<file path="config.mk">
export PLATFORM = sky130hd
export DESIGN_NAME = wash_cycle_ctrl
export DESIGN_NICKNAME = d
export VERILOG_FILES = /design/src/rtl/wash_pkg.sv /design/src/rtl/tick_divider.sv /design/src/rtl/wash_cycle_ctrl.sv
export SDC_FILE = /design/constraint.sdc
export NUM_CORES = 1
export LEC_CHECK = 0
export CAP_MARGIN = 0
export CELL_PAD_IN_SITES_DETAIL_PLACEMENT = 1
export CELL_PAD_IN_SITES_GLOBAL_PLACEMENT = 2
export CORE_UTILIZATION = 41
export DETAILED_ROUTE_END_ITERATION = 10
export DONT_BUFFER_PORTS = 1
export PLACE_DENSITY = 0.95
export SLEW_MARGIN = 30
export SYNTH_ARGS = -nofsm -noshare
export SYNTH_HDL_FRONTEND = slang
export SYNTH_SLANG_ARGS = --single-unit
</file>
<file path="constraint.sdc">
create_clock -name cp -period 27.8 [get_ports cp]
set_clock_uncertainty 0.05 [all_clocks]
set_input_delay 6.95 -clock cp [delete_from_list [all_inputs] [get_ports cp]]
set_output_delay 6.95 -clock cp [all_outputs]
set_load 0.005 [all_outputs]
</file>
<file path="src/rtl/wash_pkg.sv">
// rtl/wash_pkg.sv - shared encodings, program tables and helpers for the wash sequencer
package wash_pkg;

   typedef enum logic [2:0] {
      ST_SHUTDOWN = 3'd0,
      ST_BEGIN    = 3'd1,
      ST_SET      = 3'd2,
      ST_RUN      = 3'd3,
      ST_ERROR    = 3'd4,
      ST_PAUSE    = 3'd5,
      ST_FINISH   = 3'd6
   } washStateT;

   typedef enum logic [2:0] {
      S_W_IN   = 3'd0,
      S_WASH   = 3'd1,
      S_R_OUT  = 3'd2,
      S_R_SPIN = 3'd3,
      S_R_IN   = 3'd4,
      S_RINSE  = 3'd5,
      S_D_OUT  = 3'd6,
      S_D_SPIN = 3'd7
   } stepT;

   localparam int BIT_SET   = 9;
   localparam int BIT_POWER = 8;
   localparam int BIT_WASH  = 6;
   localparam int BIT_RINSE = 2;
   localparam int NUM_PROGS = 6;

   localparam logic [5:0] MAX_FIELD  = 6'd54;
   localparam logic [5:0] CODE_EMPTY = 6'd55;
   localparam logic [5:0] CODE_FULL  = 6'd56;
   localparam logic [5:0] CODE_PAUSE = 6'd57;

   // Bit s of the mask is set when step s belongs to the program (program index 0..5).
   function automatic logic [7:0] progMask(input logic [2:0] prog);
      case (prog)
         3'd0:    progMask = 8'b1111_1111;
         3'd1:    progMask = 8'b0000_0011;
         3'd2:    progMask = 8'b0011_1111;
         3'd3:    progMask = 8'b1111_1100;
         3'd4:    progMask = 8'b0011_1100;
         3'd5:    progMask = 8'b1100_0000;
         default: progMask = 8'b0000_0000;
      endcase
   endfunction

   // Lowest-numbered step present in the mask; wIn when the mask is empty.
   function automatic stepT lowestBit(input logic [7:0] m);
      lowestBit = S_W_IN;
      for (int i = 7; i >= 0; i--)
         if (m[i]) lowestBit = stepT'(3'(i));
   endfunction

   // Data bit index that lights the LED of a given step.
   function automatic logic [3:0] stepBit(input stepT s);
      stepBit = 4'd7 - {1'b0, s};
   endfunction

   function automatic logic [5:0] satField(input logic [9:0] v);
      satField = (v > {4'b0, MAX_FIELD}) ? MAX_FIELD : v[5:0];
   endfunction

endpackage

</file>
<file path="src/rtl/tick_divider.sv">
// rtl/tick_divider.sv - free-running time-base divider, held at zero while disabled
module tick_divider #(
   parameter int TICK_DIV = 50_000_000
) (
   input  logic cp,
   input  logic rst,
   input  logic en,
   output logic tick
);

   localparam int CW = $clog2(TICK_DIV);

   logic [CW-1:0] cnt;

   assign tick = en && (cnt == CW'(TICK_DIV - 1));

   // Count 0..TICK_DIV-1 while enabled; a disabled divider restarts from zero.
   always_ff @(posedge cp) begin
      if (rst || !en || tick) cnt <= '0;
      else                    cnt <= cnt + CW'(1);
   end

endmodule

</file>
<file path="src/rtl/wash_cycle_ctrl.sv">
// rtl/wash_cycle_ctrl.sv - washing-machine program sequencer with registered display outputs
module wash_cycle_ctrl
   import wash_pkg::*;
#(
   parameter int TICK_DIV     = 50_000_000,
   parameter int BEGIN_TICKS  = 1,
   parameter int FINISH_TICKS = 3,
   parameter int T_W_IN       = 3,
   parameter int T_WASH       = 9,
   parameter int T_R_OUT      = 2,
   parameter int T_R_SPIN     = 3,
   parameter int T_R_IN       = 3,
   parameter int T_RINSE      = 6,
   parameter int T_D_OUT      = 2,
   parameter int T_D_SPIN     = 6
) (
   input  logic       cp,
   input  logic       rst,
   input  logic       powerBtn,
   input  logic       startBtn,
   input  logic       modeBtn,
   input  logic       lidOpen,
   output logic [2:0] state,
   output logic [9:0] data,
   output logic [5:0] inLeft,
   output logic [5:0] inMiddle,
   output logic [5:0] inRight
);

   localparam logic [5:0] DUR [8] = '{6'(T_W_IN), 6'(T_WASH), 6'(T_R_OUT), 6'(T_R_SPIN),
                                      6'(T_R_IN), 6'(T_RINSE), 6'(T_D_OUT), 6'(T_D_SPIN)};

   washStateT  curState, nextState;
   stepT       curStep, nextStep, firstStep, laterStep;
   logic [2:0] prog, nextProg;
   logic [5:0] curRight, nextRight, nextLeft;
   logic [7:0] phaseCnt, nextPhase;
   logic [7:0] mask, laterMask, nextMask, nextLater;
   logic [9:0] nextData;
   logic       tick, divEn, laterFound;

   function automatic logic [9:0] sumMask(input logic [7:0] m);
      sumMask = '0;
      for (int i = 0; i < 8; i++)
         if (m[i]) sumMask = sumMask + {4'b0, DUR[i]};
   endfunction

   assign divEn = (curState == ST_BEGIN) || (curState == ST_RUN) || (curState == ST_FINISH);
   assign state = curState;

   tick_divider #(.TICK_DIV(TICK_DIV)) uDiv (
      .cp  (cp),
      .rst (rst),
      .en  (divEn),
      .tick(tick)
   );

   // Next-state logic: power first, then lid error, then start/pause, then time base.
   always_comb begin
      nextState  = curState;
      nextStep   = curStep;
      nextProg   = prog;
      nextRight  = curRight;
      nextPhase  = phaseCnt;
      mask       = progMask(prog);
      laterMask  = mask & (8'hFF << ({1'b0, curStep} + 4'd1));
      laterFound = |laterMask;
      laterStep  = lowestBit(laterMask);
      firstStep  = lowestBit(mask);
      if (powerBtn && curState != ST_SHUTDOWN) begin
         nextState = ST_SHUTDOWN;
         nextStep  = S_W_IN;
         nextRight = '0;
         nextPhase = '0;
      end else begin
         case (curState)
            ST_SHUTDOWN: if (powerBtn) begin
               nextState = ST_BEGIN;
               nextPhase = '0;
            end
            ST_BEGIN: if (tick) begin
               if (phaseCnt == 8'(BEGIN_TICKS - 1)) begin
                  nextState = ST_SET;
                  nextPhase = '0;
               end else nextPhase = phaseCnt + 8'd1;
            end
            ST_SET: if (startBtn) begin
               nextState = ST_RUN;
               nextStep  = firstStep;
               nextRight = DUR[firstStep];
            end else if (modeBtn) begin
               nextProg = (prog == 3'(NUM_PROGS - 1)) ? 3'd0 : prog + 3'd1;
            end
            ST_RUN: begin
               if (lidOpen && (curStep == S_R_SPIN || curStep == S_D_SPIN)) nextState = ST_ERROR;
               else if (startBtn) nextState = ST_PAUSE;
               else if (tick) begin
                  if (curRight > 6'd1) nextRight = curRight - 6'd1;
                  else if (laterFound) begin
                     nextStep  = laterStep;
                     nextRight = DUR[laterStep];
                  end else begin
                     nextState = ST_FINISH;
                     nextRight = '0;
                     nextPhase = '0;
                  end
               end
            end
            ST_ERROR: if (startBtn && !lidOpen) nextState = ST_RUN;
            ST_PAUSE: if (startBtn) nextState = ST_RUN;
            ST_FINISH: if (tick) begin
               if (phaseCnt == 8'(FINISH_TICKS - 1)) begin
                  nextState = ST_SHUTDOWN;
                  nextPhase = '0;
               end else nextPhase = phaseCnt + 8'd1;
            end
            default: nextState = ST_SHUTDOWN;
         endcase
      end
   end

   // Display values derived from the upcoming state so that they register alongside it.
   always_comb begin
      nextData  = '0;
      nextLeft  = '0;
      nextMask  = progMask(nextProg);
      nextLater = nextMask & (8'hFF << ({1'b0, nextStep} + 4'd1));
      if (nextState != ST_SHUTDOWN) nextData[BIT_POWER] = 1'b1;
      if (nextState == ST_SET) begin
         nextData[BIT_SET] = 1'b1;
         nextData[7:0]     = {<<{nextMask}};
         nextLeft          = satField(sumMask(nextMask));
      end else if (nextState == ST_RUN || nextState == ST_PAUSE || nextState == ST_ERROR) begin
         nextData[stepBit(nextStep)] = 1'b1;
         if (nextStep <= S_WASH)       nextData[BIT_WASH]  = 1'b1;
         else if (nextStep <= S_RINSE) nextData[BIT_RINSE] = 1'b1;
         nextLeft = satField({4'b0, nextRight} + sumMask(nextLater));
      end
   end

   // State, counters and all display outputs are registered together.
   always_ff @(posedge cp) begin
      if (rst) begin
         curState <= ST_SHUTDOWN;
         curStep  <= S_W_IN;
         prog     <= '0;
         curRight <= '0;
         phaseCnt <= '0;
         data     <= '0;
         inLeft   <= '0;
         inMiddle <= 6'd1;
      end else begin
         curState <= nextState;
         curStep  <= nextStep;
         prog     <= nextProg;
         curRight <= nextRight;
         phaseCnt <= nextPhase;
         data     <= nextData;
         inLeft   <= nextLeft;
         inMiddle <= {3'b0, nextProg} + 6'd1;
      end
   end

   assign inRight = curRight;

endmodule
</file>
==> Word-level counts from Yosys, hierarchy flattened <==
Memories as Yosys holds them, arrays and structs flattened.
Cells that the tools add are included.
{ "totals": {"ff_bits": 71, "mem_bits_ro": 96, "in_bits": 6, "output_inout_bits": 31, "word_cells": 229, "mem_count": 2} }
{ "classes": {"n_addsub": 23, "order_cmp": 9, "n_eq_ne": 32, "shifts": 2, "muxes": 122, "bitwise_logic": 5, "n_reduce_logical": 25} }
{ "mem_list": {"columns": ["memory", "words", "width", "rd", "rd_clocked_by_memory_dff", "wr", "line_no", "text"], "rows": [
  ["(name not given)", 8, 6, 1, 0, 0, "wash_cycle_ctrl.sv:101", "nextRight = DUR[laterStep];"],
  ["(name not given)", 8, 6, 1, 0, 0, "wash_cycle_ctrl.sv:90", "nextRight = DUR[firstStep];"]
]} }
{ "ops": {"columns": ["operator", "count"], "rows": [
  ["$mux 10", 39],
  ["$mux 3", 41],
  ["$pmux 8 s6", 2],
  ["$mux 6", 15],
  ["$mux 8", 11],
  ["$add 10x2->10 const B", 8],
  ["$add 10x3->10 const B", 4],
  ["$pmux 8 s4", 1],
  ["$eq 3x3->1 const B", 10],
  ["$eq 3x2->1 const B", 9],
  ["$add 26x1->26 const B", 1],
  ["$eq 26x26->1 const B", 1],
  ["$add 10x4->10 const B", 2],
  ["$gt 10x6->1 const B", 2],
  ["$pmux 3 s6", 1],
  ["$and 8x8->8", 2],
  ["$shl 8x4->8 const A", 2],
  ["$add 3x1->4 const B", 3],
  ["$pmux 6 s2", 1],
  ["$add 6x10->10", 1],
  ["$ne 2x2->1 const B", 5],
  ["$or 9x10->10", 1],
  ["$eq 3x1->1 const B", 3],
  ["$logic_not 3->1", 3],
  ["26 further kinds", 50]
]} }

==> Longest topological paths before layout <==
{ "depth": {"depth_word": 57, "mapped_depth": 46, "depth_no_buf": 46} }

==> By module <==
From an unflattened synthesis, not the netlist that was laid out.
{ "hier_totals": {"cells_unflattened": 727, "area_unflattened_um2": 5698.0} }
{ "modules_own_cells": {"columns": ["mod", "n_inst", "cells_each", "area_each_um2", "seq_area_each_um2"], "rows": [
  ["wash_cycle_ctrl", 1, 583, 4475.5, 860.8],
  ["tick_divider", 1, 144, 1222.4, 520.5]
]} }

==> Least setup slack after synthesis <==
Ideal clock, no wire load.
{ "synth_timing": {"path_type": "input -> register", "startpoint": "input lidOpen", "endpoint": "register inLeft[1]", "setup_time_ns": 0.153, "arrival_ns": 14.938, "t_required_ns": 27.597, "setup_slack_ns": 12.659, "path_stages": 38, "path_cell_list": "a21oi_1 -> o211ai_2 -> or4_1 -> buf_2 -> o21ai_0 -> a21o_1 -> o311ai_0 -> clkbuf_1 -> inv_1 -> ha_1 -> inv_1 -> o311a_4 -> a211oi_4 -> o21ai_1 -> nor2_1 -> inv_1 -> ha_1 -> xnor2_1 -> (+2 left out) -> a21oi_1 -> ha_1 -> mux2i_1 -> inv_1 -> ha_1 -> nor4_2 -> or2_1 -> nand2_1 -> xor2_1 -> xor2_1 -> or4_1 -> xnor2_1 -> ha_1 -> a21oi_1 -> xor2_1 -> nor2_1 -> a311oi_1 -> a41oi_1"} }
{ "synth_between": {"elab_chain_cells": 43} }
{ "synth_rtl": {"columns": ["element", "line_no", "text"], "rows": [
  ["from (decl)", "wash_cycle_ctrl.sv:22", "input logic lidOpen,"],
  ["$logic_and 1x1->1 *", "wash_cycle_ctrl.sv:95", "if (lidOpen && (curStep == S_R_SPIN || curStep == S_D_SPIN)) nextState = ST_ERROR;"],
  ["$mux 3 *", "wash_cycle_ctrl.sv:95", null],
  ["$pmux 3 s2 *", "wash_cycle_ctrl.sv:76", "case (curState)"],
  ["$mux 3 *", "wash_cycle_ctrl.sv:70", "if (powerBtn && curState != ST_SHUTDOWN) begin"],
  ["named net nextStep[1]", "wash_cycle_ctrl.sv:34", "stepT curStep, nextStep, firstStep, laterStep;"],
  ["$add 3x1->4 *", "wash_cycle_ctrl.sv:127", "nextLater = nextMask & (8'hFF << ({1'b0, nextStep} + 4'd1));"],
  ["$shl 8x4->8 *", "wash_cycle_ctrl.sv:127", null],
  ["$and 8x8->8 *", "wash_cycle_ctrl.sv:127", null],
  ["(+28 left out)", null, null],
  ["$mux 10 *", "wash_cycle_ctrl.sv:45", "if (m[i]) sumMask = sumMask + {4'b0, DUR[i]};"],
  ["$mux 10 *", "wash_cycle_ctrl.sv:133", "end else if (nextState == ST_RUN || nextState == ST_PAUSE || nextState == ST_ERROR) begin"],
  ["$mux 10 *", "wash_cycle_ctrl.sv:129", "if (nextState == ST_SET) begin"],
  ["$add 6x10->10 *", "wash_cycle_ctrl.sv:137", "nextLeft = satField({4'b0, nextRight} + sumMask(nextLater));"],
  ["$gt 10x6->1", "wash_pkg.sv:62", "satField = (v > {4'b0, MAX_FIELD}) ? MAX_FIELD : v[5:0];"],
  ["$mux 6 *", "wash_pkg.sv:62", null],
  ["$mux 6 *", "wash_cycle_ctrl.sv:133", null],
  ["$mux 6 *", "wash_cycle_ctrl.sv:129", null],
  ["to (signal assigned)", "wash_cycle_ctrl.sv:159", "inLeft <= nextLeft;"],
  ["to (decl)", "wash_cycle_ctrl.sv:25", "output logic [5:0] inLeft,"]
]} }
Mark *: on every way through the listed nets, which the timed path passes. The rest lies on a longest branch. The select of a mux whose other input is x is not followed.
A chain may end at the register's enable or synchronous reset.

==> Final worst setup path <==
Same ends and word-level chain as after synthesis.

==> results.json <==
{
  "status": "finished, final reports clean",
  "initial_core_util_pct": 41.8,
  "finish.utilization_pct": 44.8,
  "finalSetupViolations": 0,
  "dp_slack_ns": 11.45,
  "vias_per_cell": 5.91,
  "path_clk_slew_ns": 0.05,
  "rsz0062_at_grt": "false",
  "die_x_um": 118,
  "yosys_warnings": 0,
  "grt_pass1_vias": 5352,
  "period_minus_slack_ns": 16.15,
  "wl_per_cell_um": 18.4,
  "ys.flop_type": "dfxtp_1",
  "hold_viol_final": 0,
  "numCtsBuffers": 9,
  "ant_nets": 0,
  "yosysUniqueCellTypes": 82,
  "cp_max_fo": 11,
  "fin_area_um2": 5910,
  "required_ns": 27.93,
  "synth_edf_count": 0,
  "grt.overflow.total": 0,
  "synth_area_um2": 5520,
  "async_flop_share_pct": 0,
  "slowest_delay_ns": 0.68,
  "powerDensity_nw_per_um2": 36.6,
  "first_iter_violations": 344,
  "worst_skew_pair.late_latency_ns": 0.34,
  "peakVddDrop_mv": 0.0245,
  "ys_seq_elements": 69,
  "dr.pass1.iters": 5,
  "vias": 5256,
  "dieArea_um2": 13900,
  "syn_to_final_growth_pct": 7.05,
  "cts_hold_buf": 0,
  "finalCritPeriodShare_pct": 58.1,
  "maxSlewViolCount": 0,
  "cts_resized": 0,
  "hpwl_mm": 12.6,
  "cts_tree": "built",
  "diodes": 0,
  "drc": 0,
  "drive_gt1_share_pct": 5.61,
  "cts_sinks": 69,
  "setup_ws_ns": 11.65,
  "die_y_um": 118,
  "p_total_uw": 216,
  "antenna_found_initial": 0,
  "fin_setup_tns_ns": 0,
  "slew_headroom_pct": 38.6,
  "grt_usage_pct": 24.2,
  "startpoint_type": "input port",
  "avgSynthCellArea_um2": 7.59,
  "dpl-instance-area_um2": 5630,
  "htreeDepth": 3,
  "critical_path_arrival_ns": 16.28,
  "clock-root-buffer": "clkbuf_16",
  "grt_pass1_wl_mm": 27.0,
  "dpl.cell_count": 876,
  "core_um2": 13200,
  "rows": 42,
  "syn_inst": 727,
  "grt_max_degree": 30,
  "tightest_slew_ns": 0.909,
  "gp_congestion": 0.881,
  "fin_cells": 889,
  "io_pins": 37,
  "cap_violations": 0,
  "leakage_nw": 2.28,
  "nets": 755,
  "cp-end-kind": "register",
  "hp-class": "reg2reg",
  "max_clock_freq_mhz": 61.9,
  "io_buffers": 0,
  "wirelength_mm": 16.3,
  "path_common_cell": "ha_1",
  "path_class": "in2reg",
  "ys_seq_area_share_pct": 25.0,
  "whs_ns": 0.424,
  "cts_max_path_buffers": 2,
  "post-cts-setup-buffer-count": 0,
  "cp_slowest_cell": "a311oi_1"
}
[cell families (layout without fill, tap and decap cells)]
| family | after synthesis | after routing | synth area share [%] |
|---|---|---|---|
| fa+ha+maj | 39 | 39 | 8.96 |
| simple gates | 321 | 321 | 29.1 |
| compound gates | 171 | 171 | 22.2 |
| xor+xnor | 52 | 52 | 8.66 |
| mux | 6 | 6 | 1.09 |
| flops | 69 | 69 | 25.0 |
| other cells | 1 | 2 | 0.0680 |
| buf+inv | 68 | 53 | 4.90 |
[final timing paths]
| kind | end | slack [ns] | cells after the start | startpoint |
|---|---|---|---|---|
| min | uDiv.cnt[0] | 0.42 | 1 | uDiv.cnt[0] |
| min reg2reg | uDiv.cnt[0] | 0.42 | 1 | uDiv.cnt[0] |
| max | inLeft[1] | 11.65 | 37 | lidOpen |
| max reg2reg | inLeft[1] | 17.19 | 39 | curStep[1] |
[cells in the mapped netlist, types with 3 or more instances]
| cell type | count | area, um2 |
|---|---|---|
| nor2_1 | 106 | 398 |
| dfxtp_1 | 69 | 1380 |
| nand2_1 | 60 | 225 |
| a21oi_1 | 41 | 205 |
| ha_1 | 37 | 463 |
| inv_1 | 36 | 135 |
| o21ai_0 | 29 | 145 |
| xor2_1 | 28 | 245 |
| clkbuf_1 | 24 | 90.1 |
| nor3_1 | 24 | 120 |
| xnor2_1 | 21 | 184 |
| nand3_1 | 20 | 100 |
| nor2b_1 | 18 | 113 |
| or3_1 | 15 | 93.8 |
| nand4_1 | 13 | 81.3 |
| nand2b_1 | 12 | 75.1 |
| o211ai_1 | 11 | 82.6 |
| a31oi_1 | 9 | 56.3 |
| and2_1 | 9 | 56.3 |
| and3_1 | 9 | 56.3 |
| a211oi_1 | 7 | 52.6 |
| a21o_1 | 6 | 45.0 |
| mux2i_1 | 6 | 60.1 |
| a311o_1 | 5 | 50.1 |
| a311oi_1 | 5 | 43.8 |
| and4_1 | 5 | 43.8 |
| or2_2 | 5 | 31.3 |
| a41oi_1 | 4 | 35.0 |
| nor4_1 | 4 | 25.0 |
| o21a_1 | 4 | 30.0 |
| o31ai_1 | 4 | 30.0 |
| a211o_1 | 3 | 26.3 |
| buf_2 | 3 | 15.0 |
| buf_4 | 3 | 22.5 |
| nand3b_1 | 3 | 22.5 |
| nor3b_1 | 3 | 22.5 |
| o21bai_1 | 3 | 22.5 |
| o22ai_1 | 3 | 18.8 |
| o311ai_0 | 3 | 26.3 |
| o41ai_1 | 3 | 26.3 |
| or4_1 | 3 | 22.5 |
[state kept, by name, indices dropped and copies added (netlist names)]
signal,flops
phaseCnt,8
uDiv.cnt,26
inMiddle,4
curStep,3
inRight,6
data,10
prog,3
state,3
inLeft,6
[where the power goes]
group / internal (mW) / leakage (nW) / switching (mW) / total (mW)
Combinational: 0.00229 / 1.59 / 0.00478 / 0.00707
Clock: 0.0662 / 0.133 / 0.0431 / 0.109
Sequential: 0.0994 / 0.556 / 0.000490 / 0.0999
Total: 0.168 / 2.28 / 0.0484 / 0.216
[layer usage]
layer / share of wire, % / global-route usage (%)
met1: 46 / 30.5
met2: 48 / 40.5
met3: 2.9 / 3.44
met4: 2.9 / 11.4
met5: 0 / 0
[area by class of cell]
cell class	instances	area, um2
sequential	69	1380
timing repair buffer	3	22.5
multi-input combinational	591	3870
clock buffer	12	267
tap	176	220
clock inverter	1	7.51
fill	1630	7280
inverter	37	139
[layout by cell type (no fill, tap or decap), types with 11 or more instances in the layout]
cell type / Yosys / routed
nand3_1: 20 / 20
nand2b_1: 12 / 12
inv_1: 36 / 36
o21ai_0: 29 / 29
nor2b_1: 18 / 18
nand2_1: 60 / 60
nand4_1: 13 / 13
or3_1: 15 / 15
nor3_1: 24 / 24
ha_1: 37 / 37
xnor2_1: 21 / 21
xor2_1: 28 / 28
a21oi_1: 41 / 41
o211ai_1: 11 / 11
dfxtp_1: 69 / 69
nor2_1: 106 / 106
[worst max-delay path: cells and delay by family]
| kind | cells | cell delay [ns] |
|---|---|---|
| AOI/OAI and AO/OA | 12 | 3.00 |
| and+or+nand+nor | 8 | 2.57 |
| adders and majority gates | 6 | 1.81 |
| xor gates and xnor gates | 5 | 1.01 |
| buffers and inverters | 5 | 0.66 |
| muxes | 1 | 0.28 |
No activity file was read; power rests on OpenSTA's default activity.
